File: config.mk
export PLATFORM = sky130hd
export DESIGN_NAME = multicycle_ctrl
export DESIGN_NICKNAME = d
export VERILOG_FILES = /design/src/rtl/ctrl_pkg.sv /design/src/rtl/ctrl_decode.sv /design/src/rtl/multicycle_ctrl.sv
export SDC_FILE = /design/constraint.sdc
export NUM_CORES = 1
export LEC_CHECK = 0
export CORE_ASPECT_RATIO = 1.2
export CORE_MARGIN = 5
export CORE_UTILIZATION = 42
export CTS_CLUSTER_SIZE = 10
export DETAILED_ROUTE_END_ITERATION = 12
export PLACE_DENSITY = 0.93
export SYNTH_ARGS = -nofsm -noshare
export SYNTH_HDL_FRONTEND = slang
export SYNTH_SLANG_ARGS = --single-unit
export TNS_END_PERCENT = 30
File: constraint.sdc
create_clock -name clk -period 4.4 [get_ports clk]
set_input_delay 0.66 -clock clk [delete_from_list [all_inputs] [get_ports clk]]
set_output_delay 0.66 -clock clk [all_outputs]
set_load 0.02 [all_outputs]
File: src/rtl/ctrl_pkg.sv
// Shared encodings for the multi-cycle control unit: FSM states, opcode/funct
// constants, datapath control codes and the instruction-class enum.
package ctrl_pkg;

  typedef enum logic [2:0] {
    ST_IDLE   = 3'd0,
    ST_FETCH  = 3'd1,
    ST_DECODE = 3'd2,
    ST_EXEC   = 3'd3,
    ST_MEM    = 3'd4,
    ST_WB     = 3'd5,
    ST_TRAP   = 3'd6
  } state_e;

  typedef enum logic [2:0] {
    CLS_R    = 3'd0,
    CLS_ORI  = 3'd1,
    CLS_ADDI = 3'd2,
    CLS_LW   = 3'd3,
    CLS_BEQ  = 3'd4,
    CLS_J    = 3'd5,
    CLS_ILL  = 3'd6
  } iclass_e;

  localparam logic [5:0] OP_RTYPE = 6'b000000;
  localparam logic [5:0] OP_J     = 6'b000010;
  localparam logic [5:0] OP_BEQ   = 6'b000100;
  localparam logic [5:0] OP_ADDI  = 6'b001000;
  localparam logic [5:0] OP_ORI   = 6'b001101;
  localparam logic [5:0] OP_LW    = 6'b100011;

  localparam logic [5:0] FN_SLL = 6'b000000;
  localparam logic [5:0] FN_ADD = 6'b100000;
  localparam logic [5:0] FN_SUB = 6'b100010;
  localparam logic [5:0] FN_AND = 6'b100100;
  localparam logic [5:0] FN_OR  = 6'b100101;
  localparam logic [5:0] FN_SLT = 6'b101010;

  localparam logic [2:0] ALU_ADD = 3'd0;
  localparam logic [2:0] ALU_SUB = 3'd1;
  localparam logic [2:0] ALU_OR  = 3'd2;
  localparam logic [2:0] ALU_AND = 3'd3;
  localparam logic [2:0] ALU_SLT = 3'd4;
  localparam logic [2:0] ALU_SLL = 3'd5;

  localparam logic [1:0] PC_PLUS4  = 2'd0;
  localparam logic [1:0] PC_BRANCH = 2'd1;
  localparam logic [1:0] PC_JUMP   = 2'd2;

  localparam logic [1:0] SRCB_RT   = 2'd0;
  localparam logic [1:0] SRCB_SEXT = 2'd2;
  localparam logic [1:0] SRCB_ZEXT = 2'd3;

endpackage

File: src/rtl/ctrl_decode.sv
// Combinational instruction classifier: op/funct -> class, legal flag and the
// ALU operation an R-type instruction will need in EXEC.
module ctrl_decode
  import ctrl_pkg::*;
(
  input  logic [5:0] op_i,
  input  logic [5:0] funct_i,
  output iclass_e    iclass_o,
  output logic       legal_o,
  output logic [2:0] r_alu_op_o
);

  // classify the opcode, and for R-type also validate the funct field
  always_comb begin
    iclass_o   = CLS_ILL;
    r_alu_op_o = ALU_ADD;
    case (op_i)
      OP_RTYPE: begin
        iclass_o = CLS_R;
        case (funct_i)
          FN_ADD:  r_alu_op_o = ALU_ADD;
          FN_SUB:  r_alu_op_o = ALU_SUB;
          FN_AND:  r_alu_op_o = ALU_AND;
          FN_OR:   r_alu_op_o = ALU_OR;
          FN_SLT:  r_alu_op_o = ALU_SLT;
          FN_SLL:  r_alu_op_o = ALU_SLL;
          default: iclass_o   = CLS_ILL;
        endcase
      end
      OP_ORI:  iclass_o = CLS_ORI;
      OP_ADDI: iclass_o = CLS_ADDI;
      OP_LW:   iclass_o = CLS_LW;
      OP_BEQ:  iclass_o = CLS_BEQ;
      OP_J:    iclass_o = CLS_J;
      default: iclass_o = CLS_ILL;
    endcase
  end

  assign legal_o = (iclass_o != CLS_ILL);

endmodule

File: src/rtl/multicycle_ctrl.sv
// Multi-cycle FSM control unit (IDLE/FETCH/DECODE/EXEC/MEM/WB/TRAP).
// Define CTRL_PERF_CNT_EN to build the retired-instruction counter.
module multicycle_ctrl
  import ctrl_pkg::*;
(
  input  logic        clk,
  input  logic        rst_n,
  input  logic [5:0]  instr_op,
  input  logic [5:0]  instr_funct,
  input  logic        alu_zero,
  input  logic        mem_ready,
  output logic        mem_req,
  output logic        mem_sel,
  output logic        ir_write,
  output logic        pc_write,
  output logic [1:0]  pc_src,
  output logic [2:0]  alu_op,
  output logic [1:0]  alu_src_b,
  output logic        reg_write,
  output logic        reg_dst,
  output logic        mem_to_reg,
  output logic        trap,
  output logic [31:0] retired
);

  state_e     state_q, state_d;
  iclass_e    cls_q, cls_d;
  logic [2:0] ralu_q, ralu_d;

  iclass_e    dec_cls_s;
  logic       dec_legal_s;
  logic [2:0] dec_ralu_s;

  ctrl_decode u_decode (
    .op_i       (instr_op),
    .funct_i    (instr_funct),
    .iclass_o   (dec_cls_s),
    .legal_o    (dec_legal_s),
    .r_alu_op_o (dec_ralu_s)
  );

  // state and latched instruction class
  always_ff @(posedge clk or negedge rst_n) begin
    if (!rst_n) begin
      state_q <= ST_IDLE;
      cls_q   <= CLS_ILL;
      ralu_q  <= ALU_ADD;
    end else begin
      state_q <= state_d;
      cls_q   <= cls_d;
      ralu_q  <= ralu_d;
    end
  end

  // next state and datapath controls
  always_comb begin
    state_d    = state_q;
    cls_d      = cls_q;
    ralu_d     = ralu_q;
    mem_req    = 1'b0;
    mem_sel    = 1'b0;
    ir_write   = 1'b0;
    pc_write   = 1'b0;
    pc_src     = PC_PLUS4;
    alu_op     = ALU_ADD;
    alu_src_b  = SRCB_RT;
    reg_write  = 1'b0;
    reg_dst    = 1'b0;
    mem_to_reg = 1'b0;
    trap       = 1'b0;
    case (state_q)
      ST_IDLE: state_d = ST_FETCH;
      ST_FETCH: begin
        mem_req = 1'b1;
        if (mem_ready) begin
          ir_write = 1'b1;
          pc_write = 1'b1;
          state_d  = ST_DECODE;
        end else begin
          state_d  = ST_FETCH;
        end
      end
      ST_DECODE: begin
        cls_d  = dec_cls_s;
        ralu_d = dec_ralu_s;
        if (!dec_legal_s) begin
          state_d = ST_TRAP;
        end else if (dec_cls_s == CLS_J) begin
          pc_write = 1'b1;
          pc_src   = PC_JUMP;
          state_d  = ST_FETCH;
        end else begin
          state_d  = ST_EXEC;
        end
      end
      ST_EXEC: begin
        case (cls_q)
          CLS_R: begin
            alu_op  = ralu_q;
            state_d = ST_WB;
          end
          CLS_ORI: begin
            alu_op    = ALU_OR;
            alu_src_b = SRCB_ZEXT;
            state_d   = ST_WB;
          end
          CLS_ADDI: begin
            alu_src_b = SRCB_SEXT;
            state_d   = ST_WB;
          end
          CLS_LW: begin
            alu_src_b = SRCB_SEXT;
            state_d   = ST_MEM;
          end
          CLS_BEQ: begin
            alu_op   = ALU_SUB;
            pc_src   = PC_BRANCH;
            pc_write = alu_zero;
            state_d  = ST_FETCH;
          end
          default: state_d = ST_TRAP;
        endcase
      end
      ST_MEM: begin
        mem_req = 1'b1;
        mem_sel = 1'b1;
        if (mem_ready) begin
          state_d = ST_WB;
        end else begin
          state_d = ST_MEM;
        end
      end
      ST_WB: begin
        reg_write  = 1'b1;
        reg_dst    = (cls_q == CLS_R);
        mem_to_reg = (cls_q == CLS_LW);
        state_d    = ST_FETCH;
      end
      ST_TRAP: begin
        trap    = 1'b1;
        state_d = ST_TRAP;
      end
      default: state_d = ST_IDLE;
    endcase
  end

`ifdef CTRL_PERF_CNT_EN
  logic [31:0] retired_q, retired_d;
  logic        retire_s;

  // retire points: j in DECODE, beq in EXEC, everything else in WB
  always_comb begin
    retire_s  = ((state_q == ST_DECODE) && (dec_cls_s == CLS_J)) ||
                ((state_q == ST_EXEC) && (cls_q == CLS_BEQ)) ||
                (state_q == ST_WB);
    if (retire_s) begin
      retired_d = retired_q + 32'd1;
    end else begin
      retired_d = retired_q;
    end
  end

  // retired-instruction counter register
  always_ff @(posedge clk or negedge rst_n) begin
    if (!rst_n) begin
      retired_q <= 32'd0;
    end else begin
      retired_q <= retired_d;
    end
  end

  assign retired = retired_q;
`else
  assign retired = 32'd0;
`endif

endmodule
==> metrics.cfg <==
[routing]
routed_wl_mm = 2.406
first_pass_iters = 4
drt_iter0_drc = 21
drc = 0
via_count = 1011
viasPerCell = 4.956
wl_per_cell_um = 11.79
ant_nets = 0

[timing]
rsz0062_at_grt = no
period_needed_ps = 3356
clock.fmax_ghz = 0.2980
finalSetupTns_ps = 0
hold_viol_final = 0
setup_viol = 0
slew_viol_final = 0
period_share = 0.7628
fin_skew_ps = 1.702

[power]
p_int_uw = 268.4
power_uw = 490.2
power.share.clock = 0.126
p_per_area_nw_per_um2 = 368.5
p_sw_frac = 0.4524
switching_power_uw = 221.8
p_leak_nw = 0.5525
pwr-share-comb = 0.554
peakVddDrop_v = 0.0002026
p_seq_frac = 0.320

[logic_synthesis]
syn-cell-area_um2 = 1120
yosysWarnings = 0
synth_seq_cells = 9
synth-async-reset-ratio = 1.000
ys_types = 46
synthCells = 144
syn_avg_cell_area_um2 = 7.777
synth_edf_count = 0
synthFlopType = dfrtp_1
ys_seq_area_frac = 0.2034

[final_layout]
nNetsFinal = 188
diodes = 0
design_area_um2 = 1330
drive_gt1_frac = 0.06433
finish.utilization = 0.5211
syn_to_final_growth_pct = 18.77

[flow_run]
maxCapViolations = 0

[setup_path]
slowest_delay_ps = 650
crit_type = in2out
path_max_fanout = 9
critical_path.endpoint_type = output port
slowest_stage = clkdlybuf4s50_1
required_ps = 3740
worstPathArrival_ps = 2700
critPathMostFrequentCell = clkdlybuf4s50_1
rr_worst_depth = 4
r2r-end = ralu_q[0]
rr_startpoint = state_q[0]
rrSetupSlack_ps = 2730
worst_setup_path_start_kind = input pin
path_cells = clkdlybuf4s50_1, nand3_1, o21ai_0, a22o_1, o31ai_1, clkdlybuf4s50_1

[die]
die_h_um = 66.57
ios = 63
die_w_um = 57.14
placementRows = 20
coreArea_um2 = 2552
die_area_um2 = 3803
start_util = 0.4387

[placement]
hpwlAfterDp_mm = 2.013
placed_area_um2 = 1304
io_buffers = 30
gp_congestion = 0.8534

[clock_network]
cts_made_buffers = 3
holdBufCountCts = 0
clk_latency_ps = 260
clk_pin_slew_ps = 60
numClockSinks = 9
cts_tree = built
cts.repair_timing.setup_buffer_count = 0
h-tree-depth = 1
cts_buffer_depth = 2
cts_root_buffer = clkbuf_4
cts_resized = 0

[global_routing]
globalRouteOverflowTotal = 0
grt_antenna_before_repair = 0
grtUsageTotal = 0.1222
grt_pass1_vias = 867
grt_max_degree = 11
grt_pass1_wl_mm = 3.629

[worst_hold_path]
min_to = ralu_q[1]
min-delay-start = ralu_q[1]
hold_path_depth = 2
min-delay-path-class = reg2reg

[status]
status = complete, no violations

-- cells in the mapped netlist (2+ instances only) --
cell type | instances | share of area
a211o_1 | 3 | 0.023
a21oi_1 | 6 | 0.027
a31oi_1 | 2 | 0.011
and2_1 | 2 | 0.011
buf_4 | 32 | 0.21
clkbuf_1 | 4 | 0.013
dfrtp_1 | 7 | 0.16
dfstp_2 | 2 | 0.047
inv_1 | 4 | 0.013
nand2_1 | 9 | 0.030
nand2b_1 | 3 | 0.017
nand3_1 | 2 | 0.0089
nand3b_1 | 5 | 0.034
nor2_1 | 10 | 0.034
nor2b_1 | 3 | 0.017
nor3_1 | 10 | 0.045
nor3b_1 | 3 | 0.020
nor4bb_1 | 2 | 0.018
o21ai_0 | 6 | 0.027
o31ai_1 | 3 | 0.020
-- layer usage --
layer,global-route usage,share of wire
met5,0,0
met4,0.08986,0.026
met3,0.01938,0.094
met2,0.2171,0.50
met1,0.1285,0.38
-- state kept, by name (all words and copies together) (netlist names) --
name and count:
cls_q 3, ralu_q 3, state_q 3
-- kinds of logic (layout without fill, tap and decap cells) --
kind of cell / Yosys count / after routing / synth area share
AO/OA/AOI/OAI: 33 / 33 / 0.2268
AND/OR/NAND/NOR: 57 / 57 / 0.2928
buffers and inverters: 42 / 38 / 0.2581
flip-flops: 9 / 9 / 0.2034
XOR/XNOR: 2 / 2 / 0.01565
other: 1 / 32 / 0.003349
-- power by group through the flow --
stage	sequential, mW	clock, mW	combinational, mW
detailed placement	0.157	0	0.271
floorplan	0.122	0	0.248
global placement	0.156	0	0.268
finish	0.157	0.0617	0.271
CTS	0.156	0.0639	0.272
global route	0.166	0.0676	0.295
-- cell type report --
class                   count  area [um2]
inverters                   4       15.01
flip-flops and latches      9       227.7
multi-input cells         124       719.4
well taps                  33       41.29
repair buffers             30       300.3
fillers                   251        1222
clock buffers               4       26.28
-- cells in the final DEF, fill, tap and decap left out, drive strengths merged, types with 2 or more instances in the layout --
| cell type | synthesis | final |
|---|---|---|
| clkdlybuf4s50 | 0 | 30 |
| nand2b | 3 | 3 |
| a31oi | 2 | 2 |
| inv | 4 | 4 |
| conb | 1 | 32 |
| nand3 | 2 | 2 |
| clkbuf | 5 | 4 |
| a21oi | 6 | 6 |
| a22o | 2 | 2 |
| nor4bb | 2 | 2 |
| nand3b | 5 | 5 |
| nor3b | 3 | 3 |
| and2 | 2 | 2 |
| dfrtp | 7 | 7 |
| nor2 | 10 | 10 |
| o31ai | 3 | 3 |
| nor3 | 11 | 11 |
| nor2b | 3 | 3 |
| a211o | 3 | 3 |
| dfstp | 2 | 2 |
| nand2 | 9 | 9 |
| o21ai | 6 | 6 |
-- worst max-delay path: cells and delay by family --
| kind | cells | cell delay [ps] |
|---|---|---|
| buffers and inverters | 2 | 1200 |
| AOI/OAI and AO/OA | 3 | 670 |
| and+or+nand+nor | 1 | 160 |
-- stage by stage --
step | cells | setup slack (ps) | hold WS (ps)
2_1_floorplan | 175 | 1851 | 364.4
3_3_place_gp | 200 | 1087 | 466.6
3_5_place_dp | 200 | 1039 | 491.1
4_1_cts | 204 | 1042 | 503.7
5_1_grt | 204 | 903.0 | 534.6
6_report | 204 | 1044 | 503.4
-- worst max path at each step --
stage	from	to	slack, ps	depth (start not counted)
after floorplan	instr_op[0]	pc_write	1850	4
after global placement	instr_op[0]	pc_write	1090	5
after detailed placement	instr_op[0]	pc_write	1040	6
after CTS	instr_op[0]	pc_write	1040	6
after global routing	instr_op[0]	pc_src[1]	900	5
final	instr_op[0]	pc_write	1040	6
(Power assumes the default switching activity.)
